[src/rtl/execute_stage_pkg.sv]
// rtl/execute_stage_pkg.sv - shared encodings and EX/MEM record for the execute stage
package execute_stage_pkg;

  typedef enum logic [3:0] {
    ALU_ADD  = 4'b0000,
    ALU_SUB  = 4'b0001,
    ALU_AND  = 4'b0010,
    ALU_OR   = 4'b0011,
    ALU_SLL  = 4'b0100,
    ALU_SLT  = 4'b0101,
    ALU_XOR  = 4'b0110,
    ALU_SRL  = 4'b0111,
    ALU_SLTU = 4'b1000,
    ALU_SRA  = 4'b1111
  } alu_op_e;

  typedef enum logic [1:0] {
    FWD_REG = 2'b00,
    FWD_WB  = 2'b01,
    FWD_MEM = 2'b10
  } fwd_sel_e;

  typedef enum logic [2:0] {
    BR_EQ  = 3'b000,
    BR_NE  = 3'b001,
    BR_LT  = 3'b100,
    BR_GE  = 3'b101,
    BR_LTU = 3'b110,
    BR_GEU = 3'b111
  } br_funct3_e;

  typedef enum logic [1:0] {
    RES_ALU = 2'b00,
    RES_MEM = 2'b01,
    RES_PC4 = 2'b10
  } result_src_e;

  typedef struct packed {
    logic        reg_write;
    logic        mem_write;
    logic [1:0]  result_src;
    logic [4:0]  rd;
    logic [31:0] alu_result;
    logic [31:0] write_data;
    logic [31:0] pc_plus4;
  } exmem_t;

  // Unused select code 11 falls back to the register-file value.
  function automatic logic [31:0] fwd_mux(
    input logic [1:0]  sel,
    input logic [31:0] reg_val,
    input logic [31:0] wb_val,
    input logic [31:0] mem_val
  );
    logic [31:0] y;
    case (sel)
      FWD_WB:  y = wb_val;
      FWD_MEM: y = mem_val;
      default: y = reg_val;
    endcase
    return y;
  endfunction

endpackage

[src/rtl/execute_stage_if.sv]
// rtl/execute_stage_if.sv - ID/EX inputs, hazard controls and EX/MEM outputs of the execute stage
interface execute_stage_if;

  logic        RegWriteE;
  logic        MemWriteE;
  logic [1:0]  ResultSrcE;
  logic        BranchE;
  logic        JumpE;
  logic        JalrE;
  logic        ALUSrcE;
  logic [3:0]  ALUControlE;
  logic [2:0]  Funct3E;

  logic [31:0] RD1_E;
  logic [31:0] RD2_E;
  logic [31:0] Imm_Ext_E;
  logic [31:0] PCE;
  logic [31:0] PCPlus4E;
  logic [4:0]  RD_E;
  logic [31:0] ResultW;
  logic [1:0]  ForwardA_E;
  logic [1:0]  ForwardB_E;

  logic        hold;
  logic        flush;

  logic        PCSrcE;
  logic [31:0] PCTargetE;

  logic        RegWriteM;
  logic        MemWriteM;
  logic [1:0]  ResultSrcM;
  logic [4:0]  RD_M;
  logic [31:0] ALUResultM;
  logic [31:0] WriteDataM;
  logic [31:0] PCPlus4M;

  modport master (
    output RegWriteE, MemWriteE, ResultSrcE, BranchE, JumpE, JalrE, ALUSrcE,
           ALUControlE, Funct3E, RD1_E, RD2_E, Imm_Ext_E, PCE, PCPlus4E, RD_E,
           ResultW, ForwardA_E, ForwardB_E, hold, flush,
    input  PCSrcE, PCTargetE, RegWriteM, MemWriteM, ResultSrcM, RD_M,
           ALUResultM, WriteDataM, PCPlus4M
  );

  modport slave (
    input  RegWriteE, MemWriteE, ResultSrcE, BranchE, JumpE, JalrE, ALUSrcE,
           ALUControlE, Funct3E, RD1_E, RD2_E, Imm_Ext_E, PCE, PCPlus4E, RD_E,
           ResultW, ForwardA_E, ForwardB_E, hold, flush,
    output PCSrcE, PCTargetE, RegWriteM, MemWriteM, ResultSrcM, RD_M,
           ALUResultM, WriteDataM, PCPlus4M
  );

endinterface

[src/rtl/execute_stage_alu.sv]
// rtl/execute_stage_alu.sv - combinational 32-bit integer ALU
module execute_stage_alu
  import execute_stage_pkg::*;
(
  input  logic [31:0] a,
  input  logic [31:0] b,
  input  logic [3:0]  op,
  output logic [31:0] y
);

  logic [4:0] shamt;

  assign shamt = b[4:0];

  always_comb begin
    y = '0;
    case (op)
      ALU_ADD:  y = a + b;
      ALU_SUB:  y = a - b;
      ALU_AND:  y = a & b;
      ALU_OR:   y = a | b;
      ALU_XOR:  y = a ^ b;
      ALU_SLL:  y = a << shamt;
      ALU_SRL:  y = a >> shamt;
      ALU_SRA:  y = $unsigned($signed(a) >>> shamt);
      ALU_SLT:  y = {31'b0, $signed(a) < $signed(b)};
      ALU_SLTU: y = {31'b0, a < b};
      default:  y = '0;
    endcase
  end

endmodule

[src/rtl/execute_stage.sv]
// rtl/execute_stage.sv - RISC-V execute stage: forwarding, ALU, branch resolve, EX/MEM register
module execute_stage
  import execute_stage_pkg::*;
(
  input logic            clk,
  input logic            rst,
  execute_stage_if.slave ex
);

  logic [31:0] src_a;
  logic [31:0] rs2_fwd;
  logic [31:0] src_b;
  logic [31:0] alu_result;
  logic [31:0] jalr_sum;
  logic [31:0] pc_rel;
  logic        br_eq;
  logic        br_lt;
  logic        br_ltu;
  logic        br_cond;
  exmem_t      exmem_d;
  exmem_t      exmem_q;

  // Memory-stage forwarding reads the register itself, so a held stage keeps supplying it.
  assign src_a   = fwd_mux(ex.ForwardA_E, ex.RD1_E, ex.ResultW, exmem_q.alu_result);
  assign rs2_fwd = fwd_mux(ex.ForwardB_E, ex.RD2_E, ex.ResultW, exmem_q.alu_result);
  assign src_b   = ex.ALUSrcE ? ex.Imm_Ext_E : rs2_fwd;

  execute_stage_alu ALU (
    .a  (src_a),
    .b  (src_b),
    .op (ex.ALUControlE),
    .y  (alu_result)
  );

  // Branches compare rs2 directly, never the immediate that may sit on the ALU B input.
  assign br_eq  = (src_a == rs2_fwd);
  assign br_lt  = ($signed(src_a) < $signed(rs2_fwd));
  assign br_ltu = (src_a < rs2_fwd);

  always_comb begin
    br_cond = 1'b0;
    case (ex.Funct3E)
      BR_EQ:   br_cond = br_eq;
      BR_NE:   br_cond = !br_eq;
      BR_LT:   br_cond = br_lt;
      BR_GE:   br_cond = !br_lt;
      BR_LTU:  br_cond = br_ltu;
      BR_GEU:  br_cond = !br_ltu;
      default: br_cond = 1'b0;
    endcase
  end

  assign ex.PCSrcE = (ex.BranchE & br_cond) | ex.JumpE;

  assign jalr_sum     = src_a + ex.Imm_Ext_E;
  assign pc_rel       = ex.PCE + ex.Imm_Ext_E;
  assign ex.PCTargetE = ex.JalrE ? (jalr_sum & ~32'd1) : pc_rel;

  always_comb begin
    exmem_d            = '0;
    exmem_d.reg_write  = ex.RegWriteE;
    exmem_d.mem_write  = ex.MemWriteE;
    exmem_d.result_src = ex.ResultSrcE;
    exmem_d.rd         = ex.RD_E;
    exmem_d.alu_result = alu_result;
    exmem_d.write_data = rs2_fwd;
    exmem_d.pc_plus4   = ex.PCPlus4E;
  end

  always_ff @(posedge clk) begin
    if (rst) begin
      exmem_q <= '0;
    end else if (ex.flush) begin
      exmem_q <= '0;
    end else if (!ex.hold) begin
      exmem_q <= exmem_d;
    end
  end

  assign ex.RegWriteM  = exmem_q.reg_write;
  assign ex.MemWriteM  = exmem_q.mem_write;
  assign ex.ResultSrcM = exmem_q.result_src;
  assign ex.RD_M       = exmem_q.rd;
  assign ex.ALUResultM = exmem_q.alu_result;
  assign ex.WriteDataM = exmem_q.write_data;
  assign ex.PCPlus4M   = exmem_q.pc_plus4;

endmodule

[src/flat_wrapper.sv]
// flat-port wrapper written by rule: the top's interface ports become plain ports
module execute_stage_flat import execute_stage_pkg::*;
  (clk, rst, ex_RegWriteE, ex_MemWriteE, ex_ResultSrcE, ex_BranchE, ex_JumpE, ex_JalrE, ex_ALUSrcE, ex_ALUControlE, ex_Funct3E, ex_RD1_E, ex_RD2_E, ex_Imm_Ext_E, ex_PCE, ex_PCPlus4E, ex_RD_E, ex_ResultW, ex_ForwardA_E, ex_ForwardB_E, ex_hold, ex_flush, ex_PCSrcE, ex_PCTargetE, ex_RegWriteM, ex_MemWriteM, ex_ResultSrcM, ex_RD_M, ex_ALUResultM, ex_WriteDataM, ex_PCPlus4M);
  execute_stage_if ex_i ();
  input logic clk;
  input logic rst;
  input wire logic [$bits(ex_i.RegWriteE)-1:0] ex_RegWriteE;
  input wire logic [$bits(ex_i.MemWriteE)-1:0] ex_MemWriteE;
  input wire logic [$bits(ex_i.ResultSrcE)-1:0] ex_ResultSrcE;
  input wire logic [$bits(ex_i.BranchE)-1:0] ex_BranchE;
  input wire logic [$bits(ex_i.JumpE)-1:0] ex_JumpE;
  input wire logic [$bits(ex_i.JalrE)-1:0] ex_JalrE;
  input wire logic [$bits(ex_i.ALUSrcE)-1:0] ex_ALUSrcE;
  input wire logic [$bits(ex_i.ALUControlE)-1:0] ex_ALUControlE;
  input wire logic [$bits(ex_i.Funct3E)-1:0] ex_Funct3E;
  input wire logic [$bits(ex_i.RD1_E)-1:0] ex_RD1_E;
  input wire logic [$bits(ex_i.RD2_E)-1:0] ex_RD2_E;
  input wire logic [$bits(ex_i.Imm_Ext_E)-1:0] ex_Imm_Ext_E;
  input wire logic [$bits(ex_i.PCE)-1:0] ex_PCE;
  input wire logic [$bits(ex_i.PCPlus4E)-1:0] ex_PCPlus4E;
  input wire logic [$bits(ex_i.RD_E)-1:0] ex_RD_E;
  input wire logic [$bits(ex_i.ResultW)-1:0] ex_ResultW;
  input wire logic [$bits(ex_i.ForwardA_E)-1:0] ex_ForwardA_E;
  input wire logic [$bits(ex_i.ForwardB_E)-1:0] ex_ForwardB_E;
  input wire logic [$bits(ex_i.hold)-1:0] ex_hold;
  input wire logic [$bits(ex_i.flush)-1:0] ex_flush;
  output wire logic [$bits(ex_i.PCSrcE)-1:0] ex_PCSrcE;
  output wire logic [$bits(ex_i.PCTargetE)-1:0] ex_PCTargetE;
  output wire logic [$bits(ex_i.RegWriteM)-1:0] ex_RegWriteM;
  output wire logic [$bits(ex_i.MemWriteM)-1:0] ex_MemWriteM;
  output wire logic [$bits(ex_i.ResultSrcM)-1:0] ex_ResultSrcM;
  output wire logic [$bits(ex_i.RD_M)-1:0] ex_RD_M;
  output wire logic [$bits(ex_i.ALUResultM)-1:0] ex_ALUResultM;
  output wire logic [$bits(ex_i.WriteDataM)-1:0] ex_WriteDataM;
  output wire logic [$bits(ex_i.PCPlus4M)-1:0] ex_PCPlus4M;
  assign ex_i.RegWriteE = ex_RegWriteE;
  assign ex_i.MemWriteE = ex_MemWriteE;
  assign ex_i.ResultSrcE = ex_ResultSrcE;
  assign ex_i.BranchE = ex_BranchE;
  assign ex_i.JumpE = ex_JumpE;
  assign ex_i.JalrE = ex_JalrE;
  assign ex_i.ALUSrcE = ex_ALUSrcE;
  assign ex_i.ALUControlE = ex_ALUControlE;
  assign ex_i.Funct3E = ex_Funct3E;
  assign ex_i.RD1_E = ex_RD1_E;
  assign ex_i.RD2_E = ex_RD2_E;
  assign ex_i.Imm_Ext_E = ex_Imm_Ext_E;
  assign ex_i.PCE = ex_PCE;
  assign ex_i.PCPlus4E = ex_PCPlus4E;
  assign ex_i.RD_E = ex_RD_E;
  assign ex_i.ResultW = ex_ResultW;
  assign ex_i.ForwardA_E = ex_ForwardA_E;
  assign ex_i.ForwardB_E = ex_ForwardB_E;
  assign ex_i.hold = ex_hold;
  assign ex_i.flush = ex_flush;
  assign ex_PCSrcE = ex_i.PCSrcE;
  assign ex_PCTargetE = ex_i.PCTargetE;
  assign ex_RegWriteM = ex_i.RegWriteM;
  assign ex_MemWriteM = ex_i.MemWriteM;
  assign ex_ResultSrcM = ex_i.ResultSrcM;
  assign ex_RD_M = ex_i.RD_M;
  assign ex_ALUResultM = ex_i.ALUResultM;
  assign ex_WriteDataM = ex_i.WriteDataM;
  assign ex_PCPlus4M = ex_i.PCPlus4M;
  execute_stage u_core (.clk(clk), .rst(rst), .ex(ex_i));
endmodule
[config.mk]
export PLATFORM = sky130hd
export DESIGN_NAME = execute_stage_flat
export DESIGN_NICKNAME = d
export VERILOG_FILES = /design/src/rtl/execute_stage_pkg.sv /design/src/rtl/execute_stage_if.sv /design/src/rtl/execute_stage_alu.sv /design/src/rtl/execute_stage.sv /design/src/flat_wrapper.sv
export SDC_FILE = /design/constraint.sdc
export NUM_CORES = 1
export LEC_CHECK = 0
export ABC_CLOCK_PERIOD_IN_PS = 8400
export CORE_MARGIN = 5
export CORE_UTILIZATION = 40
export DETAILED_ROUTE_END_ITERATION = 8
export PLACE_DENSITY = 0.67
export SETUP_SLACK_MARGIN = 0.05
export SLEW_MARGIN = 40
export SYNTH_ARGS = -nofsm -noshare
export SYNTH_HDL_FRONTEND = slang
export SYNTH_SLANG_ARGS = --single-unit
[constraint.sdc]
create_clock -name clk -period 8.4 [get_ports clk]
set_input_delay 1.68 -clock clk [delete_from_list [all_inputs] [get_ports clk]]
set_output_delay 1.68 -clock clk [all_outputs]
set_load 0.005 [all_outputs]
Yosys cells after proc, flatten, opt, wreduce, memory -nomap -nowiden
Cells that the tools add are included.
- bitwise gates (word level): 5
- multiplexer cells: 6
- eq/ne operators: 19
- $add $sub $neg: 4
- reduce and logical (&&, ||, !) cells: 6
- magnitude comparators: 4
- shift-type cells: 3
- operator list (cell ; count):
    case mux 32 bit (10 select lines) ; 1
    less-than comparator 32 bit ; 4
    case mux 32 bit (2 select lines) ; 2
    adder 32 bit ; 3
    two-way mux 32 bit ; 2
    AND 32 bit ; 1
    == test 32 bit ; 1
    bitwise OR 32 bit ; 1
    << shifter 32 x 5 -> 32 bit ; 1
    >> shifter 32 x 5 -> 32 bit ; 1
    >>> shifter 32 x 5 -> 32 bit ; 1
    subtractor 32 bit ; 1
    XOR 32 bit ; 1
    == test 4 x 3 -> 1 bit, second input constant ; 4
    == test 3 bit, second input constant ; 4
    == test 4 x 2 -> 1 bit, second input constant ; 2
    == test 4 bit, second input constant ; 2
    case mux 1 bit (6 select lines) ; 1
    == test 2 x 1 -> 1 bit, second input constant ; 2
    == test 2 bit, second input constant ; 2
    == test 4 x 1 -> 1 bit, second input constant ; 1
    zero test 4 bit ; 1
    == test 3 x 1 -> 1 bit, second input constant ; 1
    zero test 1 bit ; 3
    4 further kinds ; 4
- bits of input ports: 220
- register bits: 105

Longest topological paths before layout
- depth in word-level cells: 7
- mapped depth: 22
- gate-level depth less buffers: 18

Cells and area by module
From an unflattened synthesis, not the netlist that was laid out.
- cells, all modules: 2472
- area, all modules: 17626.9 um2
- modules (own cells, without submodules) (module ; cells an instance ; area an instance (um2) ; instances):
    execute_stage ; 1233 ; 9233.9 ; 1
    execute_stage_alu ; 1239 ; 8393.0 ; 1

Least setup slack after synthesis
OpenSTA, ideal clock, no wires.
- path type: input to output
- start point: in ex_ForwardA_E[0]
- end point: out ex_PCTargetE[30]
- slack: 1291 ps
- arrival time: 5429 ps
- data required time: 6720 ps
- stages on the path: 16
- cell sequence: inv_1 -> ha_1 -> buf_2 -> buf_1 -> o21ai_1 -> fa_1 -> a21o_1 -> a31o_2 -> a211o_1 -> a21o_1 -> a311oi_1 -> nor3_1 -> o31a_1 -> o21ai_0 -> mux2i_1 -> o211ai_1
- word-level cells in the longest chain between the ends: 4
- elaborated cells on any way between the ends: 5
- classes of those cells: 1 x add/sub; 2 x eq/ne; 2 x mux
- RTL lines (item ; line ; RTL):
    start: declaration ; flat_wrapper.sv:23 ; input wire logic [$bits(ex_i.ForwardA_E)-1:0] ex_ForwardA_E;
    == test 2 bit / == test 2 x 1 -> 1 bit (equally long branches) ; execute_stage_pkg.sv:56 ; case (sel)
    case mux 32 bit (2 select lines) * ; execute_stage_pkg.sv:56 ;
    adder 32 bit * ; execute_stage.sv:55 ; assign jalr_sum = src_a + ex.Imm_Ext_E;
    two-way mux 32 bit * ; execute_stage.sv:57 ; assign ex.PCTargetE = ex.JalrE ? (jalr_sum & ~32'd1) : pc_rel;
    end: declaration ; flat_wrapper.sv:28 ; output wire logic [$bits(ex_i.PCTargetE)-1:0] ex_PCTargetE;
Every way passes the cells marked *; elsewhere a longest branch is shown, timed or not.

Final worst setup path
- start point: in ex_ForwardA_E[1]
- end point: out ex_PCTargetE[30]
Same word-level chain as after synthesis.

==> impl_metrics.tcl <==
set metrics [dict create \
    synth_nets 3036 \
    critPathTopFamily "compound AO/OA/AOI/OAI gates" \
    wl_um 95800 \
    drive_gt1_share_pct 5.17 \
    die_h_um 222 \
    tns_ns 0 \
    drcViolationCount 0 \
    dp_hpwl_um 77100 \
    synth-main-ff-cell "dfxtp_1" \
    slew_violations 0 \
    powerDensity_nw_per_um2 132 \
    core_um2 44200 \
    yosysMostFrequentCell "nor2_1" \
    fin_nets 3300 \
    syn_to_final_growth_pct 25.3 \
    root_buffer "clkbuf_16" \
    rsz0062_at_grt "no" \
    rows 77 \
    skew_ns 0.0163 \
    crit_type "in -> out" \
    yosysTopAreaCell "ha_1" \
    grt_max_degree 72 \
    cp.required_ns 6.72 \
    die_area_um2 49100 \
    cp-end-kind "output port" \
    cts_tree "done" \
    post-route-period-util_pct 96.0 \
    slew_headroom_pct 34.1 \
    max_stage_delay_ns 0.52 \
    ios 358 \
    first_pass_iters 9 \
    cts_buffers 9 \
    async_reset_ff_share_pct 0 \
    crit_slowest_cell "clkdlybuf4s50_1" \
    synth-compound-area-share_pct 35.4 \
    wl_per_cell_um 27.5 \
    fillers 4463 \
    multi_input_area_um2 14700 \
    hold_class "reg -> reg" \
    yosysTopAreaCellShare_pct 14.0 \
    yosys_warnings 0 \
    synth_xor_area_share_pct 3.18 \
    clock_path_buffers 2 \
    finalSetupViolCount 0 \
    ys_types 83 \
    status "finished clean" \
    path_max_fanout 31 \
    grt_usage_pct 36.5 \
    synth_fa_ha_area_share_pct 14.4 \
    synthTopCellsByCount "nor2_1 (293), nand2_1 (280), a21oi_1 (221)" \
    ir_drop_mv 0.111 \
    drt_iter0_markers 2858 \
    clkSlewWorstSetupHoldPaths_ns 0.09 \
    p_leak_nw 9.22 \
    synth.area.mux_share_pct 7.87 \
    synth_top_family_by_area "compound AO/OA/AOI/OAI gates" \
    grt_pass1_wl_um 139000 \
    antenna_found_initial 20 \
    worst_ep_arrival_time_ns 6.38 \
    vias 22400 \
    yosysSeqAreaShare_pct 11.7 \
    cts_max_level 3 \
    post-route-min-period_ns 8.06 \
    worst_pin_slew_ns 0.989 \
    maxCapViolCount 0 \
    syn_area_um2 17900 \
    synth_simple_gate_area_share_pct 20.8 \
    clk_latency_ns 0.41 \
    start_util_pct 40.5 \
    cp_cell_sequence "clkdlybuf4s50_1, ha_2, buf_4, a22oi_1, o21ai_0, ha_1, a21o_1, a31o_2, a211o_1, a21o_1, a311oi_1, buf_4, nor3_1, o31a_1, o21ai_1, mux2i_1, o211ai_1, clkdlybuf4s50_1" \
    ys_ff_latch 105 \
    io_buffer_count 357 \
    synth_area_leaders "ha_1 (14%), dfxtp_1 (12%), mux2i_1 (6.7%)" \
    hold_viol 0 \
    place_congestion 1.01 \
    path_buf_inv 4 \
    synth_cells 2612 \
    viasPerCell 6.45 \
    ctsHoldBuffers 0 \
    holdWs_ns 0.500 \
    die_x_um 222 \
    grt_pass1_vias 21100 \
    start_kind "input pin" \
    syn_area_per_cell_um2 6.86 \
    cts.sinks 105 \
    drtAntennaViolNets 0 \
    fmax_mhz 124 \
    synth_edf_count 0 \
    overflow 0 \
    register_area_um2 2100 \
]
cells in the final DEF, fill, tap and decap left out, types with 17 or more instances in the layout:
cell type          n
o21ai_1           44
a31oi_1           30
a22oi_1           53
a211oi_1          50
mux2i_1          120
and3_1            21
nand2b_1          24
inv_1            116
nor3_1            50
a221o_1           41
buf_4             67
a221oi_1          35
clkdlybuf4s50_1  353
nand2_1          280
o21ai_0          206
o21bai_1          23
nand4_1           27
ha_1             199
o31ai_1           19
nand3_1           53
o22ai_1           33
a21o_1            54
nor2_1           290
o21a_1            17
xor2_1            20
o211ai_1          33
xnor2_1           45
a21oi_1          221
dfxtp_1          105
final timing paths:
path                                               from                  endpoint  slack, ns  depth (start not counted)
worst min-delay path            u_core.ex.WriteDataM[3]   u_core.ex.WriteDataM[3]       0.50                          2
worst max-delay path                   ex_ForwardA_E[1]          ex_PCTargetE[30]       0.34                         18
worst max register to register  u_core.ex.ALUResultM[6]  u_core.ex.ALUResultM[28]       3.22                         15
worst min register to register  u_core.ex.WriteDataM[3]   u_core.ex.WriteDataM[3]       0.50                          2
cell type report:
| class | count | area share, % |
|---|---|---|
| Multi-Input combinational cell | 2212 | 65.5 |
| Timing Repair Buffer | 427 | 18.3 |
| Sequential cell | 105 | 9.37 |
| Tap cell | 592 | 3.30 |
| Inverter | 121 | 2.05 |
| Clock buffer | 9 | 1.00 |
| Clock inverter | 7 | 0.396 |
| Antenna cell | 5 | 0.0558 |
registers in the layout, summed over array words and instances (netlist names):
name and cells:
u_core.ex.ALUResultM 32, u_core.ex.PCPlus4M 32, u_core.ex.WriteDataM 32, u_core.ex.RD_M 5
u_core.ex.ResultSrcM 2, u_core.ex.MemWriteM 1, u_core.ex.RegWriteM 1
routing by layer:
metal / vias to the layer above / routed length, µm / global-route usage [%]
li1: 10200 / - / -
met1: 10600 / 39300 / 48.6
met2: 1384 / 41100 / 56.5
met3: 215 / 11500 / 10.6
met4: 28 / 3700 / 12.7
met5: - / 171 / 0
what timing repair did:
item / 4_1_cts / 5_1_grt
buffers inserted: 0 / 0
endpoints found under the setup margin: 0 / 2
resized for setup: 0 / 2
report_power, final:
| group | switching [W] | internal (W) | total [W] |
|---|---|---|---|
| clock | 0.000277 | 0.000217 | 0.000494 |
| combinational | 0.00119 | 0.000751 | 0.00194 |
| sequential | 0.0000177 | 0.000514 | 0.000531 |
| total | 0.00149 | 0.00148 | 0.00297 |
kinds of logic (layout without fill, tap and decap cells):
logic type,Yosys count,in the layout
compound gates,969,969
simple gates,839,839
buf+inv,295,564
fa+ha+maj,204,204
mux,135,135
flops,105,105
xor+xnor,65,65
other cells,0,5
per-stage QoR:
stage                     worst slack (ns)  cell area (µm²)  instances  util (%)  power (W)
after floorplan                       1.29            17900       2612         -    0.00172
after CTS                            0.316            22400       3473      50.7    0.00291
after detailed placement             0.323            22100       3457      50.0    0.00242
after global routing                0.0802            22400       3473      50.7    0.00312
final                                0.335            22400       3478      50.7    0.00297
after global placement               0.412            22000       3455      49.8    0.00241
worst min-delay path, cell delays in order, from the launching register on:
cell	delay (ns)
dfxtp_1	0.34
a21oi_1	0.06
nor2_1	0.07
No activity file was read; power rests on OpenSTA's default activity.
